--- src/rtl/arbitro_paralelo_serial.sv ---
// Four-requester round-robin scheduler feeding the byte-wide serializer lane.
// Per-requester FIFOs, post-reset training window, bounded bursts.
module arbitro_paralelo_serial #(
    parameter int FIFO_DEPTH = 4,
    parameter int MAX_BURST  = 4,
    parameter int TRAIN_LEN  = 8
) (
    input  logic       clk_4f,
    input  logic       reset,
    input  logic [7:0] data_in0,
    input  logic [7:0] data_in1,
    input  logic [7:0] data_in2,
    input  logic [7:0] data_in3,
    input  logic       valid_in0,
    input  logic       valid_in1,
    input  logic       valid_in2,
    input  logic       valid_in3,
    output logic [3:0] full,
    output logic [3:0] overflow,
    output logic [7:0] data_out,
    output logic       valid_out,
    output logic [3:0] grant
);

    localparam int AW = $clog2(FIFO_DEPTH);
    localparam int CW = AW + 1;

    typedef enum logic [1:0] {
        TRAIN,
        IDLE,
        SERVE
    } state_t;

    logic [7:0]    din [4];
    logic [3:0]    vin;

    logic [7:0]    mem_q [4][FIFO_DEPTH];
    logic [AW-1:0] wr_q  [4];
    logic [AW-1:0] rd_q  [4];
    logic [CW-1:0] cnt_q [4];
    logic [3:0]    ovf_q;

    logic [3:0]    push;
    logic [3:0]    pop;
    logic [3:0]    nonempty;

    state_t        state_q;
    logic [7:0]    train_q;
    logic [3:0]    burst_q;
    logic [1:0]    ptr_q;
    logic [1:0]    gidx_q;
    logic [3:0]    grant_q;
    logic [7:0]    data_q;
    logic          valid_q;

    logic [1:0]    cand;
    logic [1:0]    sel_idx;
    logic          sel_found;
    logic [7:0]    head;
    logic          last_pop;
    logic          burst_done;

    assign din[0] = data_in0;
    assign din[1] = data_in1;
    assign din[2] = data_in2;
    assign din[3] = data_in3;
    assign vin    = {valid_in3, valid_in2, valid_in1, valid_in0};

    assign overflow  = ovf_q;
    assign data_out  = data_q;
    assign valid_out = valid_q;
    assign grant     = grant_q;

    // Per-FIFO status and push/pop strobes; a push while full is dropped.
    always_comb begin
        for (int i = 0; i < 4; i++) begin
            nonempty[i] = (cnt_q[i] != '0);
            full[i]     = (cnt_q[i] == CW'(FIFO_DEPTH));
            push[i]     = vin[i] && !full[i];
            pop[i]      = (state_q == SERVE) && (gidx_q == 2'(i));
        end
    end

    // First non-empty requester starting from the round-robin pointer.
    always_comb begin
        sel_found = 1'b0;
        sel_idx   = ptr_q;
        cand      = ptr_q;
        for (int k = 0; k < 4; k++) begin
            cand = ptr_q + 2'(k);
            if (!sel_found && nonempty[cand]) begin
                sel_found = 1'b1;
                sel_idx   = cand;
            end
        end
    end

    // Burst ends when the granted FIFO drains or the burst limit is hit.
    always_comb begin
        head       = mem_q[gidx_q][rd_q[gidx_q]];
        last_pop   = (cnt_q[gidx_q] == CW'(1)) && !push[gidx_q];
        burst_done = (burst_q == 4'(MAX_BURST - 1));
    end

    // FIFO storage; stale contents are harmless once pointers reset.
    always_ff @(posedge clk_4f) begin
        for (int i = 0; i < 4; i++) begin
            if (push[i]) begin
                mem_q[i][wr_q[i]] <= din[i];
            end
        end
    end

    // FIFO pointers, occupancy and sticky overflow flags.
    always_ff @(posedge clk_4f or negedge reset) begin
        if (!reset) begin
            for (int i = 0; i < 4; i++) begin
                wr_q[i]  <= '0;
                rd_q[i]  <= '0;
                cnt_q[i] <= '0;
            end
            ovf_q <= '0;
        end else begin
            for (int i = 0; i < 4; i++) begin
                if (push[i]) begin
                    wr_q[i] <= wr_q[i] + AW'(1);
                end
                if (pop[i]) begin
                    rd_q[i] <= rd_q[i] + AW'(1);
                end
                case ({push[i], pop[i]})
                    2'b10:   cnt_q[i] <= cnt_q[i] + CW'(1);
                    2'b01:   cnt_q[i] <= cnt_q[i] - CW'(1);
                    default: cnt_q[i] <= cnt_q[i];
                endcase
                if (vin[i] && full[i]) begin
                    ovf_q[i] <= 1'b1;
                end
            end
        end
    end

    // Scheduler FSM with registered lane outputs.
    always_ff @(posedge clk_4f or negedge reset) begin
        if (!reset) begin
            state_q <= TRAIN;
            train_q <= '0;
            burst_q <= '0;
            ptr_q   <= '0;
            gidx_q  <= '0;
            grant_q <= '0;
            data_q  <= '0;
            valid_q <= 1'b0;
        end else begin
            unique case (state_q)
                TRAIN: begin
                    valid_q <= 1'b0;
                    data_q  <= '0;
                    grant_q <= '0;
                    train_q <= train_q + 8'd1;
                    if (train_q == 8'(TRAIN_LEN - 1)) begin
                        state_q <= IDLE;
                    end
                end
                IDLE: begin
                    valid_q <= 1'b0;
                    data_q  <= '0;
                    if (sel_found) begin
                        gidx_q  <= sel_idx;
                        grant_q <= 4'b0001 << sel_idx;
                        burst_q <= '0;
                        state_q <= SERVE;
                    end
                end
                SERVE: begin
                    data_q  <= head;
                    valid_q <= 1'b1;
                    burst_q <= burst_q + 4'd1;
                    if (last_pop || burst_done) begin
                        state_q <= IDLE;
                        ptr_q   <= gidx_q + 2'd1;
                        grant_q <= '0;
                    end
                end
                default: begin
                    state_q <= TRAIN;
                end
            endcase
        end
    end

endmodule

--- config.mk ---
export PLATFORM = sky130hd
export DESIGN_NAME = arbitro_paralelo_serial
export DESIGN_NICKNAME = d
export VERILOG_FILES = /design/src/rtl/arbitro_paralelo_serial.sv
export SDC_FILE = /design/constraint.sdc
export NUM_CORES = 1
export LEC_CHECK = 0
export ABC_CLOCK_PERIOD_IN_PS = 2100
export CAP_MARGIN = 15
export CORE_UTILIZATION = 40
export CTS_BUF_LIST = sky130_fd_sc_hd__clkbuf_8
export CTS_CLUSTER_DIAMETER = 150
export DETAILED_ROUTE_END_ITERATION = 6
export HOLD_SLACK_MARGIN = 0.05
export PLACE_DENSITY = 0.71
export SYNTH_ARGS = -nofsm -noshare
export SYNTH_HDL_FRONTEND = slang
export SYNTH_SLANG_ARGS = --single-unit
--- constraint.sdc ---
create_clock -name clk_4f -period 2.1 [get_ports clk_4f]
set_input_delay 0.42 -clock clk_4f [delete_from_list [all_inputs] [get_ports clk_4f]]
set_output_delay 0.42 -clock clk_4f [all_outputs]
set_load 0.01 [all_outputs]
==> results of run 1 <==
[registers in the layout (all words and copies together) (netlist names), 4 cells and up]
| name | flops |
|---|---|
| rd_q | 8 |
| cnt_q | 12 |
| burst_q | 4 |
| overflow | 4 |
| mem_q | 128 |
| grant | 4 |
| train_q | 8 |
| data_out | 8 |
| wr_q | 8 |
[routing by layer]
metal	GRT usage [%]	vias to the layer above	part of all wire [%]
li1	-	2526	-
met1	22.94	2615	44
met2	29.00	142	49
met3	4.438	15	5.5
met4	4.740	0	1.4
met5	0	-	0
[worst max path at each step]
stage,startpoint,end,slack (ps),depth (start not counted)
floorplan,gidx_q[1]$_DFFE_PN0P_,cnt_q[11]$_DFFE_PN0P_,20,10
global placement,valid_in1,ptr_q[1]$_DFFE_PN0P_,-20,6
detailed placement,valid_in1,ptr_q[1]$_DFFE_PN0P_,-80,6
CTS,gidx_q[0]$_DFFE_PN0P_,cnt_q[5]$_DFFE_PN0P_,30,9
global route,gidx_q[1]$_DFFE_PN0P_,cnt_q[8]$_DFFE_PN0P_,10,9
finish,gidx_q[1]$_DFFE_PN0P_,cnt_q[8]$_DFFE_PN0P_,120,9
[report_power, final]
group / leakage [nW] / switching, W / internal, W
logic: 1.78 / 0.00302 / 0.00219
registers: 1.95 / 0.000623 / 0.00511
clock network: 0.214 / 0.00140 / 0.00104
total: 3.94 / 0.00505 / 0.00833
[cells in the mapped netlist (12+ instances only)]
| master | instances |
|---|---|
| dfrtp_1 | 63 |
| nand2_1 | 141 |
| mux2i_1 | 12 |
| and2_1 | 22 |
| xnor2_1 | 18 |
| ha_1 | 26 |
| nand3_1 | 52 |
| xor2_1 | 14 |
| buf_2 | 12 |
| edfxtp_1 | 128 |
| nand4_1 | 20 |
| inv_1 | 28 |
[cell type report]
| type | instances | area share (%) |
|---|---|---|
| clock buffers | 18 | 2.473 |
| clock inverters | 14 | 1.686 |
| inverters | 28 | 1.049 |
| multi-input cells | 410 | 26.71 |
| flip-flops and latches | 191 | 54.11 |
| well taps | 270 | 3.372 |
| repair buffers | 113 | 10.59 |
[through the flow]
| stage | std cells | utilization (%) |
|---|---|---|
| after floorplan | 651 | - |
| after global placement | 1006 | 46.99 |
| after detailed placement | 1006 | 46.99 |
| after CTS | 1040 | 49.11 |
| after global routing | 1044 | 49.35 |
| final | 1044 | 49.35 |
[cells in the final DEF (no fill, tap or decap), drive strengths merged, types with 4 or more instances in the layout]
cell	n
a21o	4
a21oi	4
a31oi	8
a32oi	8
and2	22
and3	7
buf	55
clkbuf	18
clkdlybuf4s50	53
clkinv	6
dfrtp	63
dlygate4sd2	4
edfxtp	128
fa	4
ha	26
inv	35
mux2	4
mux2i	13
nand2	143
nand3	52
nand4	20
nor2	12
nor2b	4
nor3	4
nor4b	5
o21ai	15
xnor2	18
xor2	14
[critical path, cell delays in order, from the launching register on]
cell and delay [ps]:
dfrtp_1 430, inv_1 140, ha_1 160, and2_2 190, ha_1 180, inv_1 50
fa_1 370, xor2_1 150, nor2_1 110, xor2_1 140
[timing repair]
action	4_1_cts	5_1_grt
hold buffers	1	0
pin swaps	0	0
hold endpoints to repair	63	0
setup endpoints to repair	4	4
resized for setup	5	11
setup buffers	1	4
[cells by family (layout without fill, tap and decap cells)]
logic type | Yosys count | count (layout) | synth area share (%)
compound gates | 54 | 54 | 4.689
xor+xnor | 32 | 32 | 3.377
fa+ha+maj | 30 | 30 | 4.885
buf+inv | 50 | 173 | 2.714
flops | 191 | 191 | 65.31
mux | 18 | 18 | 2.623
simple gates | 276 | 276 | 16.40
==> key figures, run 1 <==
STA
  • Rel. slew slack: 68.40%
  • Max Slew Vio Count: 0
  • Setup_tns: 0 ps
  • Fin crit share: 94.44%
  • Final setup viols: 0
  • RSZ-0062 raised after global routing: false
  • Hold Slack: 471.6 ps
  • Final Hold Violating Endpoints: 0
  • Worst Tran Pin Value: 474.0 ps
  • Setup WS post-layout: 116.7 ps
  • Min Tclk post-route: 1983 ps
  • Max Freq: 0.5042 GHz
  • Final Skew: 17.41 ps

Route
  • Pre-antenna DRT Iters: 5
  • DR WL/cell: 16.96 um
  • Antenna Violating Nets Remaining: 0
  • Routed WL: 17,700 um
  • Via-to-Cell Ratio: 5.075
  • Starting DRT DRC Count: 356
  • DRC: 0
  • Via count: 5,298

Worst setup path
  • Reg-to-reg endpoint: cnt_q[8]$_DFFE_PN0P_
  • Crit end category: register
  • Setup crit start kind: register
  • RR Startpoint: gidx_q[1]$_DFFE_PN0P_
  • Crit path max fanout: 4
  • WP data required: 2490 ps
  • Worst reg2reg setup slack: 120 ps
  • Crit path kind: reg -> reg
  • R2R depth: 9
  • CP arrival: 2370 ps

Layout
  • Final-stage net count: 829
  • FILL cells: 1,774
  • Fin area: 0.01002 mm2
  • Area growth, synth to finish: 20.72%
  • Antenna cells: 0
  • Layout cells sized above 1: 15.63%
  • Register area: 0.005421 mm2
  • Area taken by multi-input logic gates: 0.002676 mm2

Power and ir drop
  • Static leakage: 3.939 nW
  • Maximum vdd drop: 0.0006584 V
  • Pwr Total: 0.01338 W
  • P per Cell Area: 1336 mW/mm2

Placed design
  • Post-DP Area: 0.009539 mm2
  • Placement Setup Slack: -77.44 ps
  • IO Port Bufs: 58
  • Detailed-placement wirelength estimate: 12,410 um
  • Placer Congestion: 0.8156

Synthesis
  • FFs w/ async S/R, synth: 32.98%
  • Top post-synthesis cells by area: edfxtp_1 (46%), dfrtp_1 (19%), nand2_1 (6.4%)
  • Number of synthesized register bits: 191
  • Post-synthesis cell type count: 53
  • Synth Flop Type: edfxtp_1
  • Synthesized area per cell: 12.75 um2
  • Sequential area share after synthesis: 65.31%
  • Top cell type's share of synthesized area: 46.31%
  • Syn_nets: 719
  • Synth area leader: edfxtp_1
  • Mapped cell area: 0.008299 mm2
  • Number of flops mapped to enable cells by yosys: 128
  • Total number of yosys warnings: 0
  • Post-Synthesis Cells: 651

Die
  • Die height: 146.0 um
  • Starting Density: 40.88%
  • Row count: 52
  • Core footprint: 0.02030 mm2
  • Die area: 0.02133 mm2
  • Boundary Pins: 59
  • Die width: 146.0 um

Clock network
  • Clock buffer depth: 2
  • TritonCTS clock tree: done
  • H-tree levels: 4
  • Root Buffer: clkbuf_8
  • CTS Buf Count: 17
  • Clk sink count: 191
  • Worst-skew pair later-pin latency: 460 ps
  • Clk slew on worst S/H paths: 100 ps

Min path
  • HP Start: overflow[0]$_DFFE_PN0P_
  • WHS Endpoint: overflow[0]$_DFFE_PN0P_
  • Hold WC Path Type: reg -> reg
  • Hold Path Stages: 1

Global routing
  • GRT overflow: 0
  • First-pass GRT wire length: 28,060 um
  • Antenna violations before repair: 0
  • GR Util All Layers: 17.51%
  • Vias in the first global route: 5,250
  • Largest net degree at the start of global routing: 64

Run
  • Max Cap Viol: 0

Status
  • Status: complete, no violations
Note: power is estimated with default switching activity, not from simulation.
==> run 2: changes to the inputs <==
--- a/constraint.sdc
+++ b/constraint.sdc
@@ -3,2 +3,2 @@
 set_output_delay 0.42 -clock clk_4f [all_outputs]
-set_load 0.01 [all_outputs]
+set_load 0.1 [all_outputs]
==> key figures, run 2 (same netlist as run 1, synthesis figures left out) <==
Route
  • Via count: 5,220
  • Starting DRT DRC Count: 395
  • DRC: 0
  • Via-to-Cell Ratio: 5.048
  • DR WL/cell: 17.28 um
  • Antenna Violating Nets Remaining: 0
  • Pre-antenna DRT Iters: 4
  • Routed WL: 17,860 um

Min path
  • Hold WC Path Type: in -> async

Die
  • Boundary Pins: 59
  • Core footprint: 0.02030 mm2
  • Die area: 0.02133 mm2
  • Row count: 52
  • Starting Density: 40.88%
  • Die height: 146.0 um
  • Die width: 146.0 um

Power and ir drop
  • P per Cell Area: 1448 mW/mm2
  • Maximum vdd drop: 0.0009787 V
  • Pwr Total: 0.01456 W
  • Static leakage: 3.899 nW

STA
  • Min Tclk post-route: 1966 ps
  • RSZ-0062 raised after global routing: false
  • Max Freq: 0.5087 GHz
  • Max Slew Vio Count: 0
  • Final Skew: 22.76 ps
  • Setup WS post-layout: 134.0 ps
  • Final Hold Violating Endpoints: 0
  • Final setup viols: 0
  • Rel. slew slack: 65.91%
  • Worst Tran Pin Value: 508.6 ps
  • Fin crit share: 93.62%
  • Hold Slack: 312.2 ps

Run
  • Max Cap Viol: 0

Worst setup path
  • Worst Setup EP: cnt_q[8]$_DFFE_PN0P_
  • CP max stage cell: dfrtp_2
  • Crit path max fanout: 5
  • Setup crit start kind: register
  • Crit path kind: reg -> reg
  • Reg-to-reg endpoint: cnt_q[8]$_DFFE_PN0P_
  • Max stage delay on crit path: 450 ps
  • Worst path cell trace: inv_1, ha_1, and2_1, ha_4, inv_1, fa_2, xor2_1, nor2_1, xor2_1
  • Largest delay contributor family on the critical path: adder cells
  • Stages on the worst setup path: 9
  • CP bufs+invs: 2
  • Crit path from: gidx_q[1]$_DFFE_PN0P_
  • WP data required: 2500 ps
  • Crit end category: register
  • R2R depth: 9
  • Worst reg2reg setup slack: 130 ps
  • RR Startpoint: gidx_q[1]$_DFFE_PN0P_
  • CP arrival: 2370 ps

Layout
  • Number of flip-flops in the largest register: 128
  • Commonest cells after routing, fill and taps aside: nand2_1 (141), edfxtp_1 (128), dfrtp_1 (62)
  • Post-Layout Cell Count: 1,034
  • Layout cells sized above 1: 19.90%
  • Antenna cells: 0
  • Most common cell after layout, fill and taps aside: nand2_1
  • Area growth, synth to finish: 21.21%
  • Final-stage net count: 819
  • Fin area: 0.01006 mm2

Status
  • Status: complete, no violations

Global routing
  • First-pass GRT wire length: 28,470 um
  • GR Util All Layers: 17.69%
  • GRT overflow: 0
  • Antenna violations before repair: 1
  • Vias in the first global route: 5,361
  • Largest net degree at the start of global routing: 43

Clock network
  • Root Buffer: clkbuf_8
  • Clock buffer depth: 2
  • Clk slew on worst S/H paths: 110 ps
  • Clk sink count: 191
  • Worst-skew pair later-pin latency: 490 ps
  • H-tree levels: 4
  • TritonCTS clock tree: done
  • CTS Buf Count: 17

Placed design
  • Placement Setup Slack: -86.92 ps
  • Detailed-placement wirelength estimate: 12,740 um
  • Placer Congestion: 0.8045
  • Placed cells: 1,001
  • Post-DP Area: 0.009629 mm2
  • IO Port Bufs: 58
==> run 2: cell types whose count changed in the layout (fill, tap and decap cells not counted), sizes merged <==
| cell | delta |
|---|---|
| buf | +11 |
| bufinv | -1 |
| clkbuf | -1 |
| clkdlybuf4s50 | -17 |
| clkinv | +1 |
| clkinvlp | +1 |
| dlygate4sd2 | -4 |
==> run 2: layout make-up <==
| type | instances | area (um2) |
|---|---|---|
| inverters | 28 | 105.1 |
| fillers | 1772 | 10240 |
| well taps | 270 | 337.8 |
| repair buffers | 103 | 1039 |
| flip-flops and latches | 191 | 5421 |
| clock inverters | 15 | 180.2 |
| multi-input cells | 410 | 2743 |
| clock buffers | 17 | 234.0 |
==> run 2: timing repair <==
item / CTS / global route
hold buffers: 1 / 0
setup buffers: 0 / 0
endpoints found under the hold margin: 6 / 0
resized for setup: 0 / 5
setup endpoints to repair: 0 / 4
==> run 2: worst reg2reg max path, stage by stage (launching register included) <==
cell     delay [ps]
dfrtp_2         450
inv_1           130
ha_1            150
and2_1          220
ha_4            160
inv_1            40
fa_2            330
xor2_1          140
nor2_1          120
xor2_1          140
==> run 2: metal layers <==
| layer | vias to the layer above | GRT usage [%] | part of all wire (%) |
|---|---|---|---|
| met5 | - | 0 | 0.062 |
| met4 | 2 | 5.208 | 1.2 |
| met3 | 17 | 4.313 | 5.9 |
| met2 | 136 | 29.90 | 51 |
| met1 | 2560 | 22.56 | 42 |
| li1 | 2505 | - | - |
==> run 2: worst min-delay path by stage <==
stage | start | endpoint | depth (start not counted)
final | reset | overflow[3]$_DFFE_PN0P_ | 2
after global routing | reset | overflow[3]$_DFFE_PN0P_ | 2
after CTS | reset | overflow[3]$_DFFE_PN0P_ | 2
after detailed placement | reset | overflow[3]$_DFFE_PN0P_ | 1
after global placement | reset | overflow[3]$_DFFE_PN0P_ | 1
after floorplan | reset | burst_q[0]$_DFFE_PN0P_ | 0
==> run 2: power by group <==
part / switching [W] / internal (W) / total [W]
logic: 0.00406 / 0.00227 / 0.00633
registers: 0.000684 / 0.00510 / 0.00579
clock network: 0.00153 / 0.000919 / 0.00245
total: 0.00627 / 0.00829 / 0.0146
==> run 2: through the flow <==
stage | setup TNS, ps | util (%)
after global routing | 0 | 49.56
after CTS | 0 | 49.53
after detailed placement | -668.5 | 47.44
after floorplan | -161.7 | -
after global placement | -316.5 | 47.44
final | 0 | 49.56
==> run 3: changes to the inputs <==
Settings changed: CORE_ASPECT_RATIO set to 0.6.
==> key figures, run 3 (same netlist as run 1, synthesis figures left out) <==
Layout
  • Final core occ: 50.27%
  • Layout cells sized above 1: 20.10%
  • Antenna cells: 0
  • Most common cell after layout, fill and taps aside: nand2_1
  • Final-stage net count: 821
  • Number of flip-flops in the largest register: 128
  • Fin area: 0.01014 mm2
  • FILL cells: 1,697
  • Area growth, synth to finish: 22.18%
  • Commonest cells after routing, fill and taps aside: nand2_1 (141), edfxtp_1 (128), dfrtp_1 (62)

Route
  • Pre-antenna DRT Iters: 5
  • Starting DRT DRC Count: 658
  • DR WL/cell: 17.46 um
  • Via-to-Cell Ratio: 5.158
  • Via count: 5,359
  • Routed WL: 18,150 um
  • Antenna Violating Nets Remaining: 0
  • DRC: 0

Power and ir drop
  • Combinational power share: 43.1%
  • Reg power frac: 39.0%
  • Clock share of power: 17.9%
  • Static leakage: 3.941 nW
  • P per Cell Area: 1465 mW/mm2
  • Sw Ratio: 41.84%
  • Psw: 0.006218 W
  • Internal power: 0.008641 W
  • Maximum vdd drop: 0.001159 V

Die
  • Die width: 188.0 um
  • Die height: 113.6 um
  • Boundary Pins: 59
  • Starting Density: 41.15%
  • Core footprint: 0.02017 mm2
  • Row count: 40
  • Die area: 0.02135 mm2

STA
  • Final Hold Violating Endpoints: 0
  • Final Skew: 26.20 ps
  • Min Tclk post-route: 1954 ps
  • Rel. slew slack: 59.19%
  • Max Freq: 0.5117 GHz
  • Fin crit share: 93.05%
  • RSZ-0062 raised after global routing: false
  • Final setup viols: 0
  • Max Slew Vio Count: 0
  • Worst Tran Pin Value: 608.8 ps

Global routing
  • Largest net degree at the start of global routing: 64
  • Vias in the first global route: 5,149
  • GR Util All Layers: 18.06%
  • First-pass GRT wire length: 28,940 um
  • Antenna violations before repair: 0
  • GRT overflow: 0

Placed design
  • Detailed-placement wirelength estimate: 13,250 um
  • Placer Congestion: 0.8585
  • Post-DP Area: 0.009673 mm2
  • IO Port Bufs: 58

Clock network
  • Worst-skew pair later-pin latency: 470 ps
  • CTS Buf Count: 17
  • Clock buffer depth: 2
  • Clk sink count: 191
  • H-tree levels: 4
  • Root Buffer: clkbuf_8
  • Clk slew on worst S/H paths: 100 ps
  • Setup bufs post-CTS: 0
  • TritonCTS clock tree: done

Worst setup path
  • Crit path kind: reg -> reg
  • Crit path max fanout: 4
  • WP data required: 2490 ps
  • CP arrival: 2350 ps
  • Crit end category: register
  • Setup crit start kind: register

Run
  • Max Cap Viol: 0

Min path
  • Hold WC Path Type: reg -> reg

Status
  • Status: complete, no violations
==> run 3: changes by cell type in the layout (fill, tap and decap cells not counted), sizes merged <==
cell and delta:
bufinv +3, inv +1, clkinv -4, buf +2
==> run 3: worst paths after layout <==
| check | endpoint | cells past startpoint | slack [ps] | start |
|---|---|---|---|---|
| max | cnt_q[11]$_DFFE_PN0P_ | 9 | 150 | gidx_q[1]$_DFFE_PN0P_ |
| min | overflow[3]$_DFFE_PN0P_ | 1 | 470 | overflow[3]$_DFFE_PN0P_ |
| max reg2reg | cnt_q[11]$_DFFE_PN0P_ | 9 | 150 | gidx_q[1]$_DFFE_PN0P_ |
| min reg2reg | overflow[3]$_DFFE_PN0P_ | 1 | 470 | overflow[3]$_DFFE_PN0P_ |
| max in group asynchronous | rd_q[4]$_DFFE_PN0P_ | 3 | 1310 | reset |
| min in group asynchronous | cnt_q[11]$_DFFE_PN0P_ | 3 | 500 | reset |
==> run 3: power groups by stage <==
stage | registers, W | logic, W | clock network [W]
after detailed placement | 0.00587 | 0.00639 | 0
after global routing | 0.00591 | 0.00695 | 0.00286
final | 0.00580 | 0.00640 | 0.00266
after floorplan | 0.00656 | 0.00348 | 0
after global placement | 0.00585 | 0.00627 | 0
after CTS | 0.00579 | 0.00640 | 0.00273
==> run 3: worst max-delay path, cell delays in order (launching register included) <==
cell	delay, ps
dfrtp_1	420
inv_1	150
ha_1	150
and2_2	210
ha_4	160
inv_2	40
fa_2	340
xor2_1	150
nor2_1	130
xor2_1	150
==> run 3: cell type report <==
type                    instances  area (um2)  share of cell area [%]
clock buffers                  17       234.0                   2.308
clock inverters                15       214.0                   2.110
inverters                      28       105.1                   1.037
multi-input cells             410        2745                   27.07
flip-flops and latches        191        5421                   53.47
well taps                     273       341.6                   3.369
repair buffers                105        1079                   10.64
==> run 3: through the flow <==
| step | std cells | worst slack [ps] | total power (W) | hold WS [ps] | TNS (ps) |
|---|---|---|---|---|---|
| after floorplan | 651 | -62.10 | 0.01004 | 124.4 | -161.7 |
| after global placement | 1006 | -66.74 | 0.01211 | 445.4 | -172.0 |
| after detailed placement | 1006 | -107.6 | 0.01225 | 447.7 | -606.7 |
| after CTS | 1039 | 6.054 | 0.01492 | 475.8 | 0 |
| after global routing | 1039 | 4.172 | 0.01571 | 488.2 | 0 |
| final | 1039 | 145.9 | 0.01486 | 471.2 | 0 |
==> run 3: timing repair <==
item	4_1_cts	5_1_grt
setup endpoints to repair	1	5
resized for setup	1	6
hold endpoints to repair	63	0
hold buffers	1	0
==> run 3: layer usage <==
metal  up-vias  GRT usage [%]  wire length [um]
li1       2514              -                 -
met1      2653          28.45              9360
met2       172          24.20              7331
met3        20          4.369              1245
met4         0          5.420               207
met5         -              0                 0
